### src/rtl/sample_sched.sv
`timescale 1ns/1ps
// -----------------------------------------------------------------------------
// sample_sched
//   Periodic sampling scheduler. Each of NUM channels keeps the last value it
//   was given. Every PERIOD cycles all held values are captured together into
//   a snapshot, which is then streamed out as one frame: one beat per channel
//   that has ever been written, in ascending channel order, last beat flagged.
//
// Ports
//   clk          in   clock, rising edge
//   rst          in   synchronous reset, active low
//   din_data     in   NUM*W   channel i occupies [i*W +: W]
//   din_valid    in   NUM     per-channel write strobe
//   din_ready    out  NUM     always all-ones (hold registers never stall)
//   dout_data    out  W       snapshot value of the current beat
//   dout_ch      out  CH_W    channel index of the current beat
//   dout_last    out  1       current beat closes the frame
//   dout_valid   out  1       beat valid
//   dout_ready   in   1       downstream ready
//   busy         out  1       a frame is being emitted
//   overrun_cnt  out  CNT_W   saturating count of ticks dropped during a frame
// -----------------------------------------------------------------------------
module sample_sched #(
  parameter int NUM        = 4,
  parameter int W          = 16,
  parameter int PERIOD     = 8,
  parameter int INIT       = 0,
  parameter int INIT_VALID = 0,
  parameter int CNT_W      = 8,
  localparam int CH_W      = (NUM > 1) ? $clog2(NUM) : 1
) (
  input  logic             clk,
  input  logic             rst,
  input  logic [NUM*W-1:0] din_data,
  input  logic [NUM-1:0]   din_valid,
  output logic [NUM-1:0]   din_ready,
  output logic [W-1:0]     dout_data,
  output logic [CH_W-1:0]  dout_ch,
  output logic             dout_last,
  output logic             dout_valid,
  input  logic             dout_ready,
  output logic             busy,
  output logic [CNT_W-1:0] overrun_cnt
);

  localparam int PC_W = $clog2(PERIOD);

  typedef enum logic {S_IDLE = 1'b0, S_EMIT = 1'b1} state_t;

  // Lowest set bit of m at or above position 'from'.
  function automatic logic [CH_W-1:0] first_from(input logic [NUM-1:0] m,
                                                 input int from);
    logic [CH_W-1:0] idx;
    idx = '0;
    for (int i = NUM - 1; i >= 0; i--) begin
      if (m[i] && (i >= from)) idx = CH_W'(i);
    end
    return idx;
  endfunction

  // True when no bit of m above position ch is set.
  function automatic logic none_above(input logic [NUM-1:0] m,
                                      input logic [CH_W-1:0] ch);
    logic res;
    res = 1'b1;
    for (int i = 0; i < NUM; i++) begin
      if (m[i] && (i > int'(ch))) res = 1'b0;
    end
    return res;
  endfunction

  state_t            r_state;
  state_t            w_state_nxt;
  logic [PC_W-1:0]   r_cnt;
  logic [W-1:0]      r_hold [NUM];
  logic [NUM-1:0]    r_hvalid;
  logic [W-1:0]      r_snap [NUM];
  logic [NUM-1:0]    r_mask;
  logic [CNT_W-1:0]  r_ovr;

  logic              r_dout_valid;
  logic              r_dout_last;
  logic [CH_W-1:0]   r_dout_ch;
  logic [W-1:0]      r_dout_data;

  logic              w_valid_nxt;
  logic              w_last_nxt;
  logic [CH_W-1:0]   w_ch_nxt;
  logic [W-1:0]      w_data_nxt;

  logic [W-1:0]      w_snap_new [NUM];
  logic [NUM-1:0]    w_mask_new;
  logic              w_tick;
  logic              w_hs;
  logic              w_frame_end;
  logic              w_take;
  logic              w_start;
  logic              w_adv;
  logic              w_ovr;

  assign din_ready   = '1;
  assign dout_valid  = r_dout_valid;
  assign dout_last   = r_dout_last;
  assign dout_ch     = r_dout_ch;
  assign dout_data   = r_dout_data;
  assign busy        = (r_state == S_EMIT);
  assign overrun_cnt = r_ovr;

  // Same-cycle writes bypass the hold registers into the snapshot.
  always_comb begin
    for (int i = 0; i < NUM; i++) begin
      w_snap_new[i] = din_valid[i] ? din_data[i*W +: W] : r_hold[i];
    end
  end
  assign w_mask_new = r_hvalid | din_valid;

  assign w_tick      = (r_cnt == PC_W'(PERIOD - 1));
  assign w_hs        = r_dout_valid & dout_ready;
  assign w_frame_end = (r_state == S_EMIT) & w_hs & r_dout_last;
  // A tick is honoured when idle, or when it lands on the closing handshake.
  assign w_take      = w_tick & ((r_state == S_IDLE) | w_frame_end);
  assign w_start     = w_take & (|w_mask_new);
  assign w_adv       = (r_state == S_EMIT) & w_hs & ~r_dout_last;
  assign w_ovr       = w_tick & (r_state == S_EMIT) & ~w_frame_end;

  // Period counter and hold registers.
  always_ff @(posedge clk) begin
    if (!rst) begin
      r_cnt    <= '0;
      r_hvalid <= {NUM{INIT_VALID != 0}};
      for (int i = 0; i < NUM; i++) begin
        r_hold[i] <= (INIT_VALID != 0) ? W'(INIT) : '0;
      end
    end else begin
      r_cnt <= w_tick ? '0 : r_cnt + 1'b1;
      for (int i = 0; i < NUM; i++) begin
        if (din_valid[i]) begin
          r_hold[i]   <= din_data[i*W +: W];
          r_hvalid[i] <= 1'b1;
        end
      end
    end
  end

  // Snapshot capture and overrun counter.
  always_ff @(posedge clk) begin
    if (!rst) begin
      r_mask <= '0;
      r_ovr  <= '0;
      for (int i = 0; i < NUM; i++) r_snap[i] <= '0;
    end else begin
      if (w_start) begin
        r_mask <= w_mask_new;
        for (int i = 0; i < NUM; i++) r_snap[i] <= w_snap_new[i];
      end
      if (w_ovr && (r_ovr != {CNT_W{1'b1}})) r_ovr <= r_ovr + 1'b1;
    end
  end

  // FSM state register.
  always_ff @(posedge clk) begin
    if (!rst) r_state <= S_IDLE;
    else      r_state <= w_state_nxt;
  end

  // FSM next state.
  always_comb begin
    w_state_nxt = r_state;
    case (r_state)
      S_IDLE: if (w_start) w_state_nxt = S_EMIT;
      S_EMIT: if (w_frame_end) w_state_nxt = w_start ? S_EMIT : S_IDLE;
      default: w_state_nxt = S_IDLE;
    endcase
  end

  // FSM outputs (next values of the registered beat fields).
  always_comb begin
    w_valid_nxt = r_dout_valid;
    w_last_nxt  = r_dout_last;
    w_ch_nxt    = r_dout_ch;
    w_data_nxt  = r_dout_data;
    if (w_start) begin
      // New frame: first beat comes straight from the snapshot being taken.
      w_ch_nxt    = first_from(w_mask_new, 0);
      w_data_nxt  = w_snap_new[w_ch_nxt];
      w_last_nxt  = none_above(w_mask_new, w_ch_nxt);
      w_valid_nxt = 1'b1;
    end else if (w_adv) begin
      // Jump directly to the next populated channel, no bubble.
      w_ch_nxt    = first_from(r_mask, int'(r_dout_ch) + 1);
      w_data_nxt  = r_snap[w_ch_nxt];
      w_last_nxt  = none_above(r_mask, w_ch_nxt);
      w_valid_nxt = 1'b1;
    end else if (w_frame_end) begin
      w_valid_nxt = 1'b0;
      w_last_nxt  = 1'b0;
    end
  end

  always_ff @(posedge clk) begin
    if (!rst) begin
      r_dout_valid <= 1'b0;
      r_dout_last  <= 1'b0;
      r_dout_ch    <= '0;
      r_dout_data  <= '0;
    end else begin
      r_dout_valid <= w_valid_nxt;
      r_dout_last  <= w_last_nxt;
      r_dout_ch    <= w_ch_nxt;
      r_dout_data  <= w_data_nxt;
    end
  end

endmodule

### config.mk
export PLATFORM = sky130hd
export DESIGN_NAME = sample_sched
export DESIGN_NICKNAME = d
export VERILOG_FILES = /design/src/rtl/sample_sched.sv
export SDC_FILE = /design/constraint.sdc
export NUM_CORES = 1
export LEC_CHECK = 0
export ABC_AREA = 1
export BUFFER_PORTS_ARGS = -buffer_cell sky130_fd_sc_hd__buf_2
export CAP_MARGIN = 10
export CORE_ASPECT_RATIO = 1.1
export CORE_MARGIN = 2
export CORE_UTILIZATION = 50
export CTS_CLUSTER_SIZE = 10
export DETAILED_ROUTE_END_ITERATION = 7
export HOLD_SLACK_MARGIN = 0.02
export PLACE_DENSITY = 0.7
export SYNTH_ARGS = -nofsm -noshare
export SYNTH_HDL_FRONTEND = slang
export SYNTH_SLANG_ARGS = --single-unit
### constraint.sdc
create_clock -name clk -period 3.3 [get_ports clk]
set_input_delay 0.495 -clock clk [delete_from_list [all_inputs] [get_ports clk]]
set_output_delay 0.495 -clock clk [all_outputs]
set_load 0.01 [all_outputs]
==> Flow_metrics.wiki <==
{| class="wikitable"
! Metric !! Value
|-
| Non-Filler Instances || 1,363
|-
| Maximum operating frequency || 476.9 MHz
|-
| Category of the worst setup path capture point || register
|-
| Via count of the first global-routing pass || 6,615
|-
| Min cycle time layout || 2097 ps
|-
| Type of origin of the critical path || register
|-
| Core ar. || 16,890 sq um
|-
| Die width || 128.8 um
|-
| CTS clock-pin slew for the worst setup and hold paths || 70 ps
|-
| Total Die Area || 18,200 sq um
|-
| Number of levels the H-tree was split into || 4
|-
| Register cell area after layout || 4624 sq um
|-
| Maximum vdd ir drop || 0.0003265 V
|-
| Async SR Flop Fraction || 0%
|-
| Type of the tightest min-delay check || input port to register
|-
| Number of I/O pins || 104
|-
| Number of antenna violations at the first check in global routing || 0
|-
| TritonRoute pass-1 iters || 6
|-
| Pins Over Slew Limit || 0
|-
| Global-route wire length before repair || 34,890 um
|-
| Placed Instances || 1,331
|-
| Worst path required time || 3650 ps
|-
| Total global routing overflow || 0
|-
| Arr. time, crit path || 2450 ps
|-
| Number of buffers added by the clock tree synthesis step || 17
|-
| Library cell used as clock root buffer || clkbuf_16
|-
| Cells after Synth || 1,068
|-
| Setup CP Type || register to register
|-
| Routed wire per std cell || 16.31 um
|-
| Placed cell area || 9116 sq um
|-
| Synth Flop Type || edfxtp_1
|-
| Netlist area before placement || 8569 sq um
|-
| Layout cell share with drive strength beyond 1 || 14.37%
|-
| Buffers from clock root to sink, at most || 2
|-
| Unrepaired setup endpoints after global routing || no
|-
| Post-synth EDFFs || 128
|-
| Portion of total power attributed to the clock network || 41.5%
|-
| Commonest cells after routing, fill and taps aside || 267 x nand2_1, 159 x nor2_1, 139 x nand3_1, 139 x inv_1, 128 x edfxtp_1
|-
| Setup violation total in the final timing report || 0
|-
| Mapped Avg Cell Area || 8.024 sq um
|-
| Measured slew at the worst slew-check pin || 707.0 ps
|-
| Share of power burned in registers || 49.9%
|-
| Switch share || 23.61%
|-
| Number of input and output port buffers inserted || 99
|-
| Library cell contributing the largest single delay on the critical path || nor2_2
|-
| PwrDens || 494.5 nW/um^2
|-
| Worst Skew || 12.67 ps
|-
| Post-cts hold buffer count || 0
|-
| # rows || 50
|-
| Post-route setup TNS || 0 ps
|-
| YS warnings || 0
|-
| Final Cell Area || 9702 sq um
|-
| GP Congestion || 0.8837
|-
| Dpl hpwl || 15,600 um
|-
| Latest clock arrival within the worst-skew pair || 430 ps
|-
| Worst reg2reg setup slack || 1200 ps
|-
| Net Sw Power || 0.001133 W
|-
| Sink count of the clock tree || 167
|-
| Fill cells || 1,588
|-
| Crit path cell chain || nor2_2 > buf_4 > nor2_2 > nand3_1 > nand2_1 > inv_1 > nand2_1 > nand2_1 > nand2_1 > nor2_1 > nor2_1
|-
| Run status || completed
|-
| Antenna Diode Count || 0
|-
| Cell family with the largest share of critical-path delay || simple AND/OR/NAND/NOR gates
|-
| Number of register bits inferred by synthesis || 167
|-
| Number of nets still failing antenna checks after routing || 0
|-
| TritonCTS clock tree || built
|-
| Global router's overall resource usage || 25.11%
|-
| Comb power frac || 8.5%
|-
| Buffers inserted during post-CTS setup optimization || 0
|-
| Total area of multi-input combinational cells || 3097 sq um
|-
| Via density || 5.259
|-
| # DRC || 0
|-
| Part of the Yosys area used for sequential elements || 53.96%
|-
| Count of distinct cell types in the synthesized netlist || 31
|-
| Violation count after the first detailed-route iteration || 691
|-
| Maximum cell stage delay along the critical path || 580 ps
|-
| Most common cell after layout, fill and taps aside || nand2_1
|-
| Crit path buf inv count || 2
|-
| Leakage component of the power || 4.600 nW
|-
| Worst max-slew margin expressed relative to the limit || 52.81%
|-
| Post-CTS sizing || 0
|-
| Internal || 0.003665 W
|-
| Worst-path maximum fanout || 17
|-
| Pin count of the biggest net entering global routing || 66
|-
| Hold violation count in the final report || 0
|-
| Initial Utilization || 50.73%
|-
| Max-cap check violation count || 0
|-
| Crit share post-route || 63.54%
|-
| Count of nets after finishing || 1,216
|-
| Final routed wirelength across all metal layers || 22,220 um
|-
| Layout Area Growth over Synthesis || 13.21%
|-
| Routed vias || 7,168
|-
| Height of the chip || 141.3 um
|-
| Most Frequent Cell on Critical Path || nand2_1
|}
==> metal layers <==
metal	vias up	part of all wire [%]	wire (um)	GRT usage, %
met5	-	0	0	0
met4	0	4.2	923	11.78
met3	57	7.4	1642	5.317
met2	292	44	9862	37.62
met1	3261	44	9795	35.04
li1	3558	-	-	-
==> cells by family after synthesis <==
| logic type | synth area share [%] |
|---|---|
| AO/OA/AOI/OAI | 6.351 |
| XOR/XNOR | 0.1022 |
| adder cells (fa/ha/maj) | 0.4381 |
| buffers and inverters | 10.09 |
| flip-flops | 53.96 |
| other | 0.04376 |
| AND/OR/NAND/NOR | 29.01 |
==> worst reg2reg max path: cells and delay by family (launching register included) <==
family                 cells  cell delay, ps
and+or+nand+nor            9            1270
DFF                        1             490
buffers and inverters      2             250
==> registers in the layout (all words and copies together), names as in the netlist <==
signal       flops
r_hold          64
r_snap          64
dout_data       16
overrun_cnt      8
r_hvalid         4
r_cnt            3
r_mask           3
dout_ch          2
busy             1
dout_last        1
dout_valid       1
==> power groups by stage <==
stage	clock network [W]	registers [W]	logic, W
finish	0.00199	0.00240	0.000409
global route	0.00209	0.00241	0.000462
CTS	0.00201	0.00240	0.000408
detailed placement	0	0.00244	0.000405
global placement	0	0.00244	0.000402
floorplan	0	0.00243	0.000272
==> final cells by class <==
| cell class | count | share of cell area [%] |
|---|---|---|
| repair buffers | 109 | 6.010 |
| clock buffers | 18 | 4.424 |
| flip-flops and latches | 167 | 47.67 |
| multi-input cells | 700 | 31.92 |
| well taps | 208 | 2.682 |
| clock inverters | 14 | 1.612 |
| inverters | 147 | 5.687 |
==> cell usage after synthesis (2+ instances only) <==
cell | number | area [sq um]
nand3_2 | 2 | 20.02
a21oi_1 | 42 | 210.2
nand2_1 | 269 | 1010
ha_1 | 3 | 37.54
buf_4 | 8 | 60.06
clkbuf_1 | 18 | 67.56
nand3_1 | 139 | 695.7
inv_1 | 139 | 521.8
buf_2 | 25 | 125.1
inv_2 | 6 | 22.52
nand2_4 | 3 | 33.78
o21ai_0 | 51 | 255.2
nor2_2 | 3 | 18.77
nor2_8 | 2 | 40.04
o21ai_1 | 8 | 40.04
dfxtp_1 | 39 | 780.8
clkinv_1 | 2 | 7.510
edfxtp_1 | 128 | 3844
buf_6 | 5 | 56.30
nor2_4 | 2 | 22.52
or2_2 | 3 | 18.77
nand2_2 | 4 | 25.02
nor2_1 | 159 | 596.8
==> path summary, 6_finish.rpt <==
| kind | start | cells after the start | end |
|---|---|---|---|
| worst min-delay path | din_data[49] | 3 | r_hold[3][1]$_SDFFCE_PN0P_ |
| worst max register to register | dout_ch[1]$_SDFFE_PN0P_ | 11 | dout_data[2]$_SDFFE_PN0P_ |
| worst max-delay path | dout_ch[1]$_SDFFE_PN0P_ | 11 | dout_data[2]$_SDFFE_PN0P_ |
| worst min register to register | r_cnt[0]$_SDFF_PP0_ | 1 | r_cnt[0]$_SDFF_PP0_ |
==> through the flow <==
stage               worst slack (ps)  hold slack (ps)  power (W)  utilization [%]
floorplan                      252.9            399.0   0.002706                -
global placement               939.8            410.8   0.002840            53.97
detailed placement             920.1            445.9   0.002846            53.97
CTS                             1234            363.6   0.004812            57.44
global route                    1025            381.7   0.004955            57.44
finish                          1203            369.8   0.004798            57.44
(Power assumes the default switching activity.)
